**src/rtl/operate_uart_tx.sv**
```systemverilog
// operate_uart_tx: 8N1 UART transmitter for operation codes.
// One frame is sent each time data_in changes. A one-deep pending slot holds
// the newest code while a frame is in flight.
module operate_uart_tx #(
  parameter int unsigned CLKS_PER_BIT = 1,
  parameter logic [7:0]  RESET_CODE   = 8'h00
) (
  input  logic       uart_clk,
  input  logic       rst_n,
  input  logic [7:0] data_in,
  output logic       tx,
  output logic       busy,
  output logic       frame_done,
  output logic       drop
);

  localparam logic [15:0] BAUD_LAST = 16'(CLKS_PER_BIT - 1);

  typedef enum logic [1:0] {
    IDLE,
    START,
    DATA,
    STOP
  } state_t;

  state_t      state, state_nxt;
  logic [7:0]  last_seen, last_seen_nxt;
  logic [7:0]  pending, pending_nxt;
  logic        pending_valid, pending_valid_nxt;
  logic [7:0]  shift, shift_nxt;
  logic [15:0] baud_cnt, baud_nxt;
  logic [2:0]  bit_cnt, bit_cnt_nxt;
  logic        tx_nxt, busy_nxt, frame_done_nxt, drop_nxt;
  logic        change, consume, baud_end;

  // Change detect and pending slot; an IDLE load frees the slot on the same edge.
  always_comb begin
    change            = (data_in != last_seen);
    consume           = (state == IDLE) && pending_valid;
    last_seen_nxt     = last_seen;
    pending_nxt       = pending;
    pending_valid_nxt = pending_valid;
    drop_nxt          = 1'b0;
    if (change) begin
      last_seen_nxt     = data_in;
      pending_nxt       = data_in;
      pending_valid_nxt = 1'b1;
      drop_nxt          = pending_valid && !consume;
    end else if (consume) begin
      pending_valid_nxt = 1'b0;
    end
  end

  // Frame sequencer: next state, baud/bit counters, shift register and outputs.
  always_comb begin
    baud_end       = (baud_cnt == BAUD_LAST);
    state_nxt      = state;
    shift_nxt      = shift;
    bit_cnt_nxt    = bit_cnt;
    baud_nxt       = baud_end ? '0 : baud_cnt + 16'd1;
    tx_nxt         = tx;
    busy_nxt       = busy;
    frame_done_nxt = 1'b0;
    case (state)
      IDLE: begin
        tx_nxt   = 1'b1;
        busy_nxt = 1'b0;
        baud_nxt = '0;
        if (pending_valid) begin
          shift_nxt = pending;
          tx_nxt    = 1'b0;
          busy_nxt  = 1'b1;
          state_nxt = START;
        end
      end
      START: begin
        if (baud_end) begin
          tx_nxt      = shift[0];
          bit_cnt_nxt = '0;
          state_nxt   = DATA;
        end
      end
      DATA: begin
        if (baud_end) begin
          shift_nxt = {1'b0, shift[7:1]};
          if (bit_cnt == 3'd7) begin
            tx_nxt    = 1'b1;
            state_nxt = STOP;
          end else begin
            tx_nxt      = shift[1];
            bit_cnt_nxt = bit_cnt + 3'd1;
          end
        end
      end
      STOP: begin
        if (baud_end) begin
          frame_done_nxt = 1'b1;
          busy_nxt       = 1'b0;
          state_nxt      = IDLE;
        end
      end
      default: begin
        tx_nxt    = 1'b1;
        busy_nxt  = 1'b0;
        baud_nxt  = '0;
        state_nxt = IDLE;
      end
    endcase
  end

  // State and output registers; reset aborts any frame and discards pending.
  always_ff @(posedge uart_clk or negedge rst_n) begin
    if (!rst_n) begin
      state         <= IDLE;
      last_seen     <= RESET_CODE;
      pending       <= '0;
      pending_valid <= 1'b0;
      shift         <= '0;
      baud_cnt      <= '0;
      bit_cnt       <= '0;
      tx            <= 1'b1;
      busy          <= 1'b0;
      frame_done    <= 1'b0;
      drop          <= 1'b0;
    end else begin
      state         <= state_nxt;
      last_seen     <= last_seen_nxt;
      pending       <= pending_nxt;
      pending_valid <= pending_valid_nxt;
      shift         <= shift_nxt;
      baud_cnt      <= baud_nxt;
      bit_cnt       <= bit_cnt_nxt;
      tx            <= tx_nxt;
      busy          <= busy_nxt;
      frame_done    <= frame_done_nxt;
      drop          <= drop_nxt;
    end
  end

endmodule

```
**config.mk**
```make
export PLATFORM = sky130hd
export DESIGN_NAME = operate_uart_tx
export DESIGN_NICKNAME = d
export VERILOG_FILES = /design/src/rtl/operate_uart_tx.sv
export SDC_FILE = /design/constraint.sdc
export NUM_CORES = 1
export LEC_CHECK = 0
export ABC_CLOCK_PERIOD_IN_PS = 1700
export BUFFER_PORTS_ARGS = -buffer_cell sky130_fd_sc_hd__buf_4
export CELL_PAD_IN_SITES_DETAIL_PLACEMENT = 1
export CELL_PAD_IN_SITES_GLOBAL_PLACEMENT = 1
export CORE_UTILIZATION = 43
export CTS_BUF_LIST = sky130_fd_sc_hd__clkbuf_16
export DETAILED_ROUTE_END_ITERATION = 10
export PLACE_DENSITY = 0.79
export RECOVER_POWER = 100
export SYNTH_ARGS = -nofsm -noshare
export SYNTH_HDL_FRONTEND = slang
export SYNTH_SLANG_ARGS = --single-unit
```
**constraint.sdc**
```tcl
create_clock -name uart_clk -period 1.7 [get_ports uart_clk]
set_input_delay 0.085 -clock uart_clk [delete_from_list [all_inputs] [get_ports uart_clk]]
set_output_delay 0.085 -clock uart_clk [all_outputs]
set_load 0.01 [all_outputs]
```
==> results.json, run 1 <==
{
  "yosysSeqAreaShare_pct": 48.6,
  "avgSynthCellArea_um2": 10.3,
  "core_area_mm2": 0.00479,
  "period_needed_ns": 1.69,
  "final_cell_mix": "dfrtp_1, buf_4, nand3_1",
  "drtIter0Drc": 68,
  "wl_per_cell_um": 18.2,
  "synth_xor_area_share_pct": 7.69,
  "remaining_drc_errors": 0,
  "finalHoldViolCount": 0,
  "cts_tree": "yes",
  "busiest_layer": "met2",
  "synth_nets": 229,
  "drtPass1Iterations": 4,
  "cts_buffers": 5,
  "grt_setup_unrepaired": "true",
  "ys_ff_latch": 42,
  "grt_max_degree": 43,
  "fillers": 529,
  "initial_core_util_pct": 45.2,
  "synthFlopType": "dfrtp_1",
  "reg2reg_slack_ns": 0.01,
  "async_flop_share_pct": 100,
  "io_pins": 14,
  "htreeDepth": 2,
  "met2_usage_pct": 43.2,
  "hold_class": "in -> reg",
  "max_freq_mhz": 593,
  "worstMarginPinSlew_ns": 1.05,
  "syn2layout_area_growth_pct": 31.2,
  "numClockSinks": 42,
  "die_x_um": 72.9,
  "final_common_cell": "dfrtp_1",
  "hpwlAfterDp_mm": 3.47,
  "drive_gt1_share_pct": 25.3,
  "synth_top_family_by_area": "simple AND/OR/NAND/NOR gates",
  "rows": 25,
  "die_h_um": 72.9,
  "grt.overflow.total": 0,
  "cts_buffer_depth": 2,
  "timing.max_cap.violations": 0,
  "slew_headroom_pct": 29.8,
  "tns_ns": 0,
  "synth_warnings": 0,
  "place.gp.congestion": 0.759,
  "ir_worst_vdd_uv": 430,
  "portBuffers": 13,
  "worstSkewPairLatency_ns": 0.29,
  "crit_fanout": 4,
  "synth_edf_count": 0,
  "pwr_density_cell_mw_per_mm2": 780,
  "wl_mm": 5.88,
  "synth_mux_area_share_pct": 4.68,
  "cts_setup_buffers": 0,
  "clock-skew-final_ns": 0.00851,
  "clkTransAtPathRegs_ns": 0.07,
  "status": "finished, final reports clean",
  "cp_data_arrival_time_ns": 1.86,
  "synthAdderAreaFrac_pct": 5.21,
  "synth-compound-area-share_pct": 7.87,
  "grt.met1_usage_pct": 30.2,
  "synth-simple-area-share_pct": 21.3,
  "synth_cells": 210,
  "antenna_found_initial": 0,
  "die_area_mm2": 0.00532,
  "start_kind": "register",
  "nets": 275,
  "finalSetupViolCount": 0,
  "final_core_util_pct": 59.3,
  "grt_pass1_wl_mm": 9.77,
  "crit_required_ns": 1.87,
  "critPathKind": "reg -> reg",
  "vias_per_cell": 5.52,
  "grt_pass1_vias": 1962,
  "synth_area_mm2": 0.00216,
  "period_share_pct": 99.2,
  "clock-root-buffer": "clkbuf_16",
  "synth_cell_types": 43,
  "crit_path_end_kind": "register",
  "grt_usage_pct": 25.1,
  "drt.antenna.violating_nets": 0,
  "antenna_cells": 0,
  "cellLeakagePower_nw": 1.19,
  "vias": 1787,
  "use_met3_pct": 5.66,
  "final_max_slew_viol_count": 0
}
power breakdown:
part	switching, mW	internal (mW)
sequential	0.0174	1.02
combinational	0.0442	0.0384
clock	0.408	0.688
total	0.469	1.74
Yosys cell counts, types with 2 or more instances:
master / number / share of area [%]
a21oi_1: 3 / 0.69
a221o_1: 2 / 0.93
a22oi_1: 6 / 2.1
and3_1: 2 / 0.58
and4_1: 3 / 1.2
buf_2: 2 / 0.46
clkbuf_1: 9 / 1.6
dfrtp_1: 41 / 47
ha_1: 9 / 5.2
inv_1: 9 / 1.6
mux2i_1: 5 / 2.3
nand2_1: 10 / 1.7
nand3_1: 24 / 5.6
nand4_1: 9 / 2.6
nand4_2: 2 / 1.2
nor2_1: 17 / 2.9
nor3_1: 4 / 0.93
nor4_1: 2 / 0.58
nor4_2: 2 / 1.2
o21ai_0: 5 / 1.2
o21ai_1: 2 / 0.46
o311ai_1: 2 / 0.81
or3_1: 3 / 0.87
xnor2_1: 13 / 5.3
xor2_1: 6 / 2.4
path summary, 6_finish.rpt:
| kind | startpoint | to | cells past startpoint |
|---|---|---|---|
| max | baud_cnt[2] | state[1] | 5 |
| max reg2reg | baud_cnt[2] | state[1] | 5 |
| min in group asynchronous | rst_n | pending[6] | 2 |
| max in group asynchronous | rst_n | baud_cnt[11] | 2 |
| min | data_in[6] | pending[6] | 2 |
| min reg2reg | shift[6] | shift[6] | 1 |
what timing repair did:
item | in CTS | in global routing
pin swaps | 1 | 1
resized for setup | 8 | 12
setup endpoints to repair | 11 | 11
hold buffers | 9 | 0
cloned | 0 | 0
endpoints found under the hold margin | 49 | 0
metal layers:
layer / vias to the layer above / routed length (µm) / share of wire, %
li1: 835 / - / -
met1: 900 / 2520 / 43
met2: 35 / 3000 / 51
met3: 17 / 201 / 3.4
met4: 0 / 152 / 2.6
met5: - / 0 / 0
final cells by class:
class                      count  area (µm²)  area share (%)
clock buffer                   5         125            4.41
clock inverter                 3        40.0            1.41
inverter                       9        33.8            1.19
multi-input combinational    145        1110            39.2
sequential                    42        1050            37.1
tap                           67        83.8            2.95
timing repair buffer          53         389            13.7
sequential cells by signal, indices dropped and copies added (netlist names):
register	cells
baud_cnt	16
pending	8
shift	8
bit_cnt	3
state	2
busy	1
drop	1
frame_done	1
pending_valid	1
tx	1
metrics by stage:
step | std cells | hold WS [ns] | instance area, µm² | power [mW] | setup slack, ns
finish | 324 | 0.487 | 2840 | 2.21 | 0.0138
global route | 324 | 0.500 | 2840 | 2.26 | -0.0385
global placement | 307 | 0.105 | 2550 | 1.12 | -0.0126
CTS | 324 | 0.352 | 2830 | 2.23 | -0.0125
detailed placement | 307 | 0.113 | 2550 | 1.12 | -0.0707
floorplan | 210 | -0.211 | 2190 | 1.08 | 0.00234
critical path, stage by stage, from the launching register on:
cell and delay (ns):
dfrtp_1 0.38, nor4_2 0.33, buf_4 0.18, and4_4 0.26
o221ai_4 0.11, mux2_4 0.32
cells by family after synthesis:
| logic type | Yosys count |
|---|---|
| flops | 42 |
| simple gates | 84 |
| xor+xnor | 19 |
| buf+inv | 23 |
| fa+ha+maj | 9 |
| mux | 9 |
| compound gates | 24 |
(Power assumes the default switching activity.)
==> run 2, diff against run 1 <==
--- a/config.mk
+++ b/config.mk
@@ -9,10 +9,10 @@
 export BUFFER_PORTS_ARGS = -buffer_cell sky130_fd_sc_hd__buf_4
 export CELL_PAD_IN_SITES_DETAIL_PLACEMENT = 1
 export CELL_PAD_IN_SITES_GLOBAL_PLACEMENT = 1
-export CORE_UTILIZATION = 43
-export CTS_BUF_LIST = sky130_fd_sc_hd__clkbuf_16
+export CORE_UTILIZATION = 45
+export CTS_BUF_LIST = sky130_fd_sc_hd__clkbuf_8
 export DETAILED_ROUTE_END_ITERATION = 10
-export PLACE_DENSITY = 0.79
+export PLACE_DENSITY = 0.82
 export RECOVER_POWER = 100
 export SYNTH_ARGS = -nofsm -noshare
 export SYNTH_HDL_FRONTEND = slang
==> results.json, run 2 (synthesis gave the netlist of run 1 again) <==
{
  "status": "finished, violations left",
  "violations": "design-rule violations, negative setup slack",
  "largestRegisters": "baud_cnt x16, pending x8, shift x8",
  "fillers": 493,
  "final_core_util_pct": 62.6,
  "core_area_mm2": 0.00447,
  "grt_usage_pct": 23.6,
  "cpPeakStageDelay_ns": 0.39,
  "vias": 1778,
  "timing.max_cap.violations": 0,
  "antenna_cells": 0,
  "worstMarginPinSlew_ns": 1.06,
  "cellLeakagePower_nw": 1.19,
  "wl_mm": 5.99,
  "cp_data_arrival_time_ns": 1.89,
  "final_cell_mix": "dfrtp_1, buf_4, nand3_1",
  "final_max_slew_viol_count": 0,
  "clock-root-buffer": "clkbuf_8",
  "max_freq_mhz": 585,
  "cts_tree": "yes",
  "slew_headroom_pct": 29.4,
  "syn2layout_area_growth_pct": 29.4,
  "crit_fanout": 7,
  "registers.top_by_ff_count": "baud_cnt",
  "crit_path_end_kind": "register",
  "vias_per_cell": 5.74,
  "initial_core_util_pct": 48.4,
  "drtIter0Drc": 79,
  "slowest_stage": "dfrtp_1",
  "rows": 24,
  "die_x_um": 71.3,
  "largest_reg_flops": 16,
  "period_needed_ns": 1.71,
  "htreeDepth": 2,
  "grt.overflow.total": 0,
  "fin_area_mm2": 0.00280,
  "io_pins": 14,
  "cp_cell_sequence": "inv_2, ha_4, nor3b_4, nand4_4, buf_8, mux2i_1, a221o_1",
  "worstSkewPairLatency_ns": 0.30,
  "start_kind": "register",
  "nets": 276,
  "antenna_found_initial": 0,
  "cp_top_family": "simple AND/OR/NAND/NOR gates",
  "die_area_mm2": 0.00509,
  "grt_max_degree": 43,
  "portBuffers": 13,
  "path_buf_inv": 2,
  "remaining_drc_errors": 1,
  "dp_slack_ns": -0.116,
  "drtPass1Iterations": 7,
  "grt_pass1_wl_mm": 9.25,
  "wl_per_cell_um": 19.3,
  "finalSetupViolCount": 1,
  "clkTransAtPathRegs_ns": 0.08,
  "die_h_um": 71.3,
  "drt.antenna.violating_nets": 0,
  "cts_buffer_depth": 2,
  "numClockSinks": 42,
  "cts_buffers": 5,
  "dpl_cell_area_mm2": 0.00252,
  "ir_worst_vdd_uv": 443,
  "finalHoldViolCount": 0,
  "clock-skew-final_ns": 0.00779,
  "grt_setup_unrepaired": "true",
  "period_share_pct": 101,
  "place.gp.congestion": 0.796,
  "pwr_density_cell_mw_per_mm2": 641,
  "crit_required_ns": 1.88,
  "critPathKind": "reg -> reg",
  "grt_pass1_vias": 1950,
  "final_common_cell": "dfrtp_1",
  "hold_class": "in -> reg",
  "finalWorstSetupSlack_ns": -0.00858,
  "hpwlAfterDp_mm": 3.60,
  "drive_gt1_share_pct": 25.2
}
run 2: report_power, final:
group | switching (mW) | leakage [nW] | internal [mW]
logic | 0.0407 | 0.612 | 0.0388
clock network | 0.362 | 0.0524 | 0.322
registers | 0.0147 | 0.523 | 1.02
run 2: path summary, 6_finish.rpt:
path,cells after the start,end,from,slack (ns)
min in group asynchronous,2,bit_cnt[0],rst_n,0.50
worst min-delay path,2,pending[3],data_in[3],0.47
worst min register to register,1,shift[6],shift[6],0.53
worst max register to register,7,shift[6],baud_cnt[0],-0.009
max in group asynchronous,2,pending[5],rst_n,0.54
worst max-delay path,7,shift[6],baud_cnt[0],-0.009
run 2: per-layer routing:
layer	up-vias	wire length, µm	GRT usage [%]
met5	-	0	0
met4	0	68	5.56
met3	9	112	5.06
met2	23	3000	39.4
met1	907	2810	31.5
li1	839	-	-
run 2: stage by stage:
step	total power, mW	TNS [ns]	hold WS [ns]	std cells
floorplan	1.08	0	-0.211	210
global placement	1.12	-0.00546	0.106	291
detailed placement	1.12	-0.820	0.111	291
CTS	1.80	0	0.332	308
global route	1.86	-0.559	0.471	310
finish	1.79	-0.00858	0.474	310
run 2: layout make-up:
class                           count  area (µm²)  share of cell area, %
Multi-Input combinational cell    145        1120                   40.2
Sequential cell                    42        1050                   37.6
Timing Repair Buffer               54         433                   15.5
Clock buffer                        6        82.6                   2.95
Tap cell                           52        65.1                   2.32
Inverter                            9        33.8                   1.21
Clock inverter                      2        8.76                  0.313
run 2: timing repair:
action	CTS	global route
pin swaps	0	5
endpoints found under the setup margin	11	29
setup buffers	0	1
cloned	0	1
hold buffers	9	0
hold endpoints to repair	49	0
gates resized for setup	8	15
run 2: worst reg2reg max path, stage by stage, from the launching register on:
cell and delay, ns:
dfrtp_1 0.39, inv_2 0.08, ha_4 0.12, nor3b_4 0.25, nand4_4 0.17, buf_8 0.19
mux2i_1 0.12, a221o_1 0.26
